### config.mk
export PLATFORM = sky130hd
export DESIGN_NAME = ps2_keyboard_rx
export DESIGN_NICKNAME = d
export VERILOG_FILES = /design/src/rtl/ps2_keyboard_rx.sv
export SDC_FILE = /design/constraint.sdc
export NUM_CORES = 1
export LEC_CHECK = 0
export CAP_MARGIN = 10
export CORE_UTILIZATION = 55
export DETAILED_ROUTE_END_ITERATION = 16
export PLACE_DENSITY = 0.76
export SLEW_MARGIN = 20
export SYNTH_ARGS = -nofsm -noshare
export SYNTH_HDL_FRONTEND = slang
export SYNTH_SLANG_ARGS = --single-unit
### constraint.sdc
create_clock -name clk -period 5.8 [get_ports clk]
set_input_delay 1.16 -clock clk [delete_from_list [all_inputs] [get_ports clk]]
set_output_delay 1.16 -clock clk [all_outputs]
set_load 0.005 [all_outputs]
### src/rtl/ps2_keyboard_rx.sv
// PS/2 keyboard receiver: pin synchronisation and deglitching, 11-bit
// device-to-host frame checking, and a first-word-fall-through scan-code
// FIFO presented as a 32-bit stb/ack stream.
module ps2_keyboard_rx #(
   parameter int unsigned FILTER_LEN = 8,
   parameter int unsigned TIMEOUT    = 200000,
   parameter int unsigned FIFO_DEPTH = 8
) (
   input  logic        clk,
   input  logic        rst,
   input  logic        ps2_clk,
   input  logic        ps2_data,
   output logic [31:0] output_ps2,
   output logic        output_ps2_stb,
   input  logic        output_ps2_ack,
   output logic        frame_error,
   output logic        overflow
);

   localparam int unsigned FW = $clog2(FILTER_LEN + 1);
   localparam int unsigned TW = $clog2(TIMEOUT);
   localparam int unsigned AW = $clog2(FIFO_DEPTH);

   localparam logic [FW-1:0] FILT_LAST = FW'(FILTER_LEN - 1);
   localparam logic [FW-1:0] FILT_ONE  = FW'(1);
   // Matching on the value the counter is about to take makes the pulse
   // appear exactly TIMEOUT cycles after the last edge cycle.
   localparam logic [TW-1:0] TO_LAST   = TW'(TIMEOUT - 2);
   localparam logic [TW-1:0] TO_ONE    = TW'(1);
   localparam logic [AW:0]   PTR_ONE   = (AW + 1)'(1);

   typedef enum logic [1:0] {
      IDLE,
      DATA,
      PARITY,
      STOP
   } state_t;

   // Bit 0 carries ps2_clk, bit 1 carries ps2_data.
   logic [1:0]         pin_s1;
   logic [1:0]         pin_s2;
   logic [1:0]         pin_filt;
   logic [1:0][FW-1:0] filt_cnt;
   logic               clk_filt_q;

   logic               ps2_edge;
   logic               data_bit;

   state_t             state;
   logic [2:0]         bit_cnt;
   logic [7:0]         shreg;
   logic               parity_bit;
   logic [TW-1:0]      to_cnt;
   logic               frame_ok;
   logic               push;

   logic [AW:0]        wr_ptr;
   logic [AW:0]        rd_ptr;
   logic [7:0]         mem [FIFO_DEPTH];
   logic               empty;
   logic               full;
   logic               pop;
   logic               do_write;

   // Two-stage synchronisers followed by a run-length filter per pin.
   always_ff @(posedge clk or posedge rst) begin
      if (rst) begin
         pin_s1     <= '1;
         pin_s2     <= '1;
         pin_filt   <= '1;
         filt_cnt   <= '0;
         clk_filt_q <= 1'b1;
      end else begin
         pin_s1     <= {ps2_data, ps2_clk};
         pin_s2     <= pin_s1;
         clk_filt_q <= pin_filt[0];
         for (int unsigned i = 0; i < 2; i++) begin
            if (pin_s2[i] == pin_filt[i]) begin
               filt_cnt[i] <= '0;
            end else if (filt_cnt[i] == FILT_LAST) begin
               pin_filt[i] <= pin_s2[i];
               filt_cnt[i] <= '0;
            end else begin
               filt_cnt[i] <= filt_cnt[i] + FILT_ONE;
            end
         end
      end
   end

   assign ps2_edge = clk_filt_q & ~pin_filt[0];
   assign data_bit = pin_filt[1];

   assign frame_ok = data_bit & (^shreg ^ parity_bit);
   assign push     = ps2_edge && (state == STOP) && frame_ok;

   // Frame receiver: advances on filtered clock falls, aborts on inactivity.
   always_ff @(posedge clk or posedge rst) begin
      if (rst) begin
         state       <= IDLE;
         bit_cnt     <= '0;
         shreg       <= '0;
         parity_bit  <= 1'b0;
         to_cnt      <= '0;
         frame_error <= 1'b0;
      end else begin
         frame_error <= 1'b0;
         if (state == IDLE) begin
            to_cnt <= '0;
            if (ps2_edge) begin
               if (!data_bit) begin
                  state   <= DATA;
                  bit_cnt <= '0;
               end else begin
                  frame_error <= 1'b1;
               end
            end
         end else if (ps2_edge) begin
            to_cnt <= '0;
            case (state)
               DATA: begin
                  shreg   <= {data_bit, shreg[7:1]};
                  bit_cnt <= bit_cnt + 3'd1;
                  if (bit_cnt == 3'd7) begin
                     state <= PARITY;
                  end
               end
               PARITY: begin
                  parity_bit <= data_bit;
                  state      <= STOP;
               end
               default: begin
                  if (!frame_ok) begin
                     frame_error <= 1'b1;
                  end
                  state <= IDLE;
               end
            endcase
         end else if (to_cnt == TO_LAST) begin
            frame_error <= 1'b1;
            state       <= IDLE;
            to_cnt      <= '0;
         end else begin
            to_cnt <= to_cnt + TO_ONE;
         end
      end
   end

   assign empty    = (wr_ptr == rd_ptr);
   assign full     = (wr_ptr[AW] != rd_ptr[AW]) &&
                     (wr_ptr[AW-1:0] == rd_ptr[AW-1:0]);
   assign pop      = !empty && output_ps2_ack;
   assign do_write = push && (!full || pop);

   // FIFO pointers and the overflow pulse for bytes dropped while full.
   always_ff @(posedge clk or posedge rst) begin
      if (rst) begin
         wr_ptr   <= '0;
         rd_ptr   <= '0;
         overflow <= 1'b0;
      end else begin
         overflow <= push && full && !pop;
         if (do_write) begin
            wr_ptr <= wr_ptr + PTR_ONE;
         end
         if (pop) begin
            rd_ptr <= rd_ptr + PTR_ONE;
         end
      end
   end

   // Scan-code storage; when full with a simultaneous pop the write lands in
   // the slot being vacated, which is safe because the head is read first.
   always_ff @(posedge clk) begin
      if (do_write) begin
         mem[wr_ptr[AW-1:0]] <= shreg;
      end
   end

   assign output_ps2_stb = !empty;
   assign output_ps2     = empty ? '0 : {24'd0, mem[rd_ptr[AW-1:0]]};

endmodule

==> results.txt <==
Post-Syn Area - 0.005458 mm²
Largest net degree at the start of global routing - 58
Clk sinks - 121
Core Region - 0.009415 mm²
Top cell type's share of synthesized area - 0.3521
Routed wire length per instance - 16.03 µm
H-tree depth - 4
Commonest cells post-synth - 64 x edfxtp_1, 50 x dfrtp_1, 45 x nor2_1
Clk_skew - 7.064 ps
Synth top area cells - edfxtp_1 35%, dfrtp_1 23%, mux4_2 6.6%, xnor2_1 3.5%, buf_4 3.4%
Most used DFF post-synth - edfxtp_1
CTS buffer count - 17
Vias in the first global route - 2960
Die ar. - 0.01033 mm²
Via density - 5.349
Cts hold-fix bufs - 0
Num rows - 35
Initial antenna violation count - 0
Min-delay src - pin_s1[0]
Crit Path Max Fanout - 20
Sequential area share after synthesis - 0.6151
Cell taking the most area after synthesis - edfxtp_1
Clock buffer depth - 2
Clk_lat worst skew - 510 ps
Power Total - 0.002660 W
Asr flop ratio synth - 0.4711
Post-cts resize count - 0
Layout area overhead - 14.58%
Final antenna diode count - 0
CTS tree - done
Library cells used by synthesis - 51
Min Tclk post-route - 3946 ps
DRC errors left - 0
CP endpoint kind - primary output
Crit path kind - flip-flop to primary output
Placer Congestion - 0.7519
Grt ovf - 0
Reg2reg end - mem[4][4]
Via count - 2942
Starting DRT DRC Count - 169
DP Wirelength - 5.719 mm
Number of flops mapped to enable cells by yosys - 64
Reg-to-Reg Start - rd_ptr[1]
Status - finished, final reports clean
Die width - 101.6 µm
First-pass GRT wire length - 14.97 mm
Hold Fails Final Rpt - 0
DP Area - 0.005623 mm²
Slew Viols, Final - 0
Die Height - 101.6 µm
Clock Tree Root - clkbuf_8
Critical Path RT - 4640 ps
Hold endpoint - pin_s2[0]
Worst VDD drop - 0.2297 mV
Setup TNS - 0 ps
Hold Path Class - flip-flop to flip-flop
Slew @ Worst Pin - 885.2 ps
Yosys reg bits - 121
Worst-path clk slew - 60 ps
CP max-delay cell - dfrtp_1
Detailed-route wire length - 8.819 mm
Post-CTS setup buffers - 0
Most frequent cell after synthesis - edfxtp_1
Worst r2r path cells - 4
Crit start category - flip-flop
Final ANT Viol Nets - 0
Hold Path Cell Cnt - 0
Worst R2R Setup Slack - 2780 ps
Ratio of cells with drive above 1 in the final layout - 0.2067
Crit path DAT - 2790 ps
Max frequency - 253.4 MHz
CP max stage delay - 920 ps
Count of input and output buffers - 15
Total GRT Usage - 0.1984
Syn avg cell area - 14.18 µm²
Setup-failing EPs final - 0
Worst slew margin - 0.4098
RSZ-0062 raised after global routing - no
Max-Cap Viols - 0
P_leak - 2.477 nW
Initial Util - 0.5797
Synth Warn # - 0
Cell Pwr Density - 425.3 mW/mm²
Drt pass-1 iters - 6
# nets final - 426
Boundary Pins - 40
Final period util - 0.6803
Cell count after synthesis - 385
Crit path cell chain - xnor2_1 -> and4_1 -> inv_1 -> clkdlybuf4s50_1
Post-route cell area - 0.006254 mm²
report_power, final:
group	switching, W	internal, W
clock	0.000385	0.000706
sequential	0.000149	0.000980
combinational	0.000217	0.000221
total	0.000752	0.00191
flip-flops by register name, indices dropped and copies added (netlist names):
| name | flops |
|---|---|
| mem | 64 |
| to_cnt | 18 |
| filt_cnt | 8 |
| shreg | 8 |
| rd_ptr | 4 |
| wr_ptr | 4 |
| bit_cnt | 3 |
| pin_filt | 2 |
| pin_s1 | 2 |
| pin_s2 | 2 |
| state | 2 |
| clk_filt_q | 1 |
| frame_error | 1 |
| overflow | 1 |
| parity_bit | 1 |
metal layers:
| layer | up-vias | share of wire | global-route usage |
|---|---|---|---|
| met5 | - | 0 | 0 |
| met4 | 0 | 0.011 | 0.07692 |
| met3 | 9 | 0.032 | 0.05383 |
| met2 | 58 | 0.50 | 0.3238 |
| met1 | 1487 | 0.45 | 0.2540 |
| li1 | 1388 | - | - |
how the worst max path moves through the flow:
stage | startpoint | to | slack (ps)
2_1_floorplan | output_ps2_ack | mem[0][0] | 3000
3_3_place_gp | output_ps2_ack | mem[0][2] | 1970
3_5_place_dp | output_ps2_ack | mem[1][5] | 2050
4_1_cts | rd_ptr[1] | output_ps2_stb | 1830
5_1_grt | rd_ptr[1] | output_ps2_stb | 1680
6_report | rd_ptr[1] | output_ps2_stb | 1850
cell families after synthesis:
family	synth area share
adder cells (fa/ha/maj)	0.02980
multiplexers	0.1096
AND/OR/NAND/NOR	0.1087
other	0.0006871
XOR/XNOR	0.06694
flip-flops	0.6151
buffers and inverters	0.04997
AO/OA/AOI/OAI	0.01926
layout by cell type (no fill, tap or decap), types with 2 or more instances in the layout:
| cell type | n |
|---|---|
| nor3_2 | 2 |
| nand4_1 | 7 |
| inv_1 | 6 |
| clkbuf_16 | 16 |
| clkdlybuf4s50_1 | 15 |
| edfxtp_1 | 64 |
| inv_6 | 6 |
| o21ai_0 | 4 |
| dfstp_2 | 7 |
| xnor2_1 | 22 |
| nand3b_1 | 2 |
| a31oi_1 | 2 |
| clkinv_4 | 3 |
| nor2b_1 | 5 |
| dfrtp_1 | 49 |
| nor2_2 | 3 |
| nand3_1 | 13 |
| nand2b_1 | 4 |
| nand2_1 | 16 |
| mux2_2 | 14 |
| a21oi_1 | 3 |
| xor2_1 | 12 |
| nor2_1 | 45 |
| conb_1 | 24 |
| ha_1 | 13 |
| nor4_1 | 4 |
| nor3_1 | 5 |
| mux4_2 | 16 |
| bufinv_16 | 4 |
| mux2i_1 | 8 |
stage by stage:
| step | instances | hold WS [ps] | setup WS [ps] | utilization |
|---|---|---|---|---|
| 2_1_floorplan | 408 | 345.2 | 3001 | - |
| 3_3_place_gp | 518 | 346.3 | 1970 | 0.5965 |
| 3_5_place_dp | 518 | 348.9 | 2047 | 0.5972 |
| 4_1_cts | 550 | 357.6 | 1828 | 0.6637 |
| 5_1_grt | 550 | 361.9 | 1679 | 0.6642 |
| 6_report | 550 | 356.5 | 1854 | 0.6642 |
worst max-delay path: cells and delay by family (launching register included):
family / cells / cell delay, ps
xor+xnor: 1 / 250
simple gates: 1 / 510
flops: 1 / 920
buf+inv: 2 / 580
area by class of cell:
type | instances | area (µm²)
clock buffers | 17 | 414.1
clock inverters | 15 | 211.5
fillers | 640 | 3162
inverters | 7 | 26.28
multi-input cells | 245 | 1924
flip-flops and latches | 121 | 3358
well taps | 129 | 161.4
repair buffers | 16 | 157.7
Note: power is estimated with default switching activity, not from simulation.
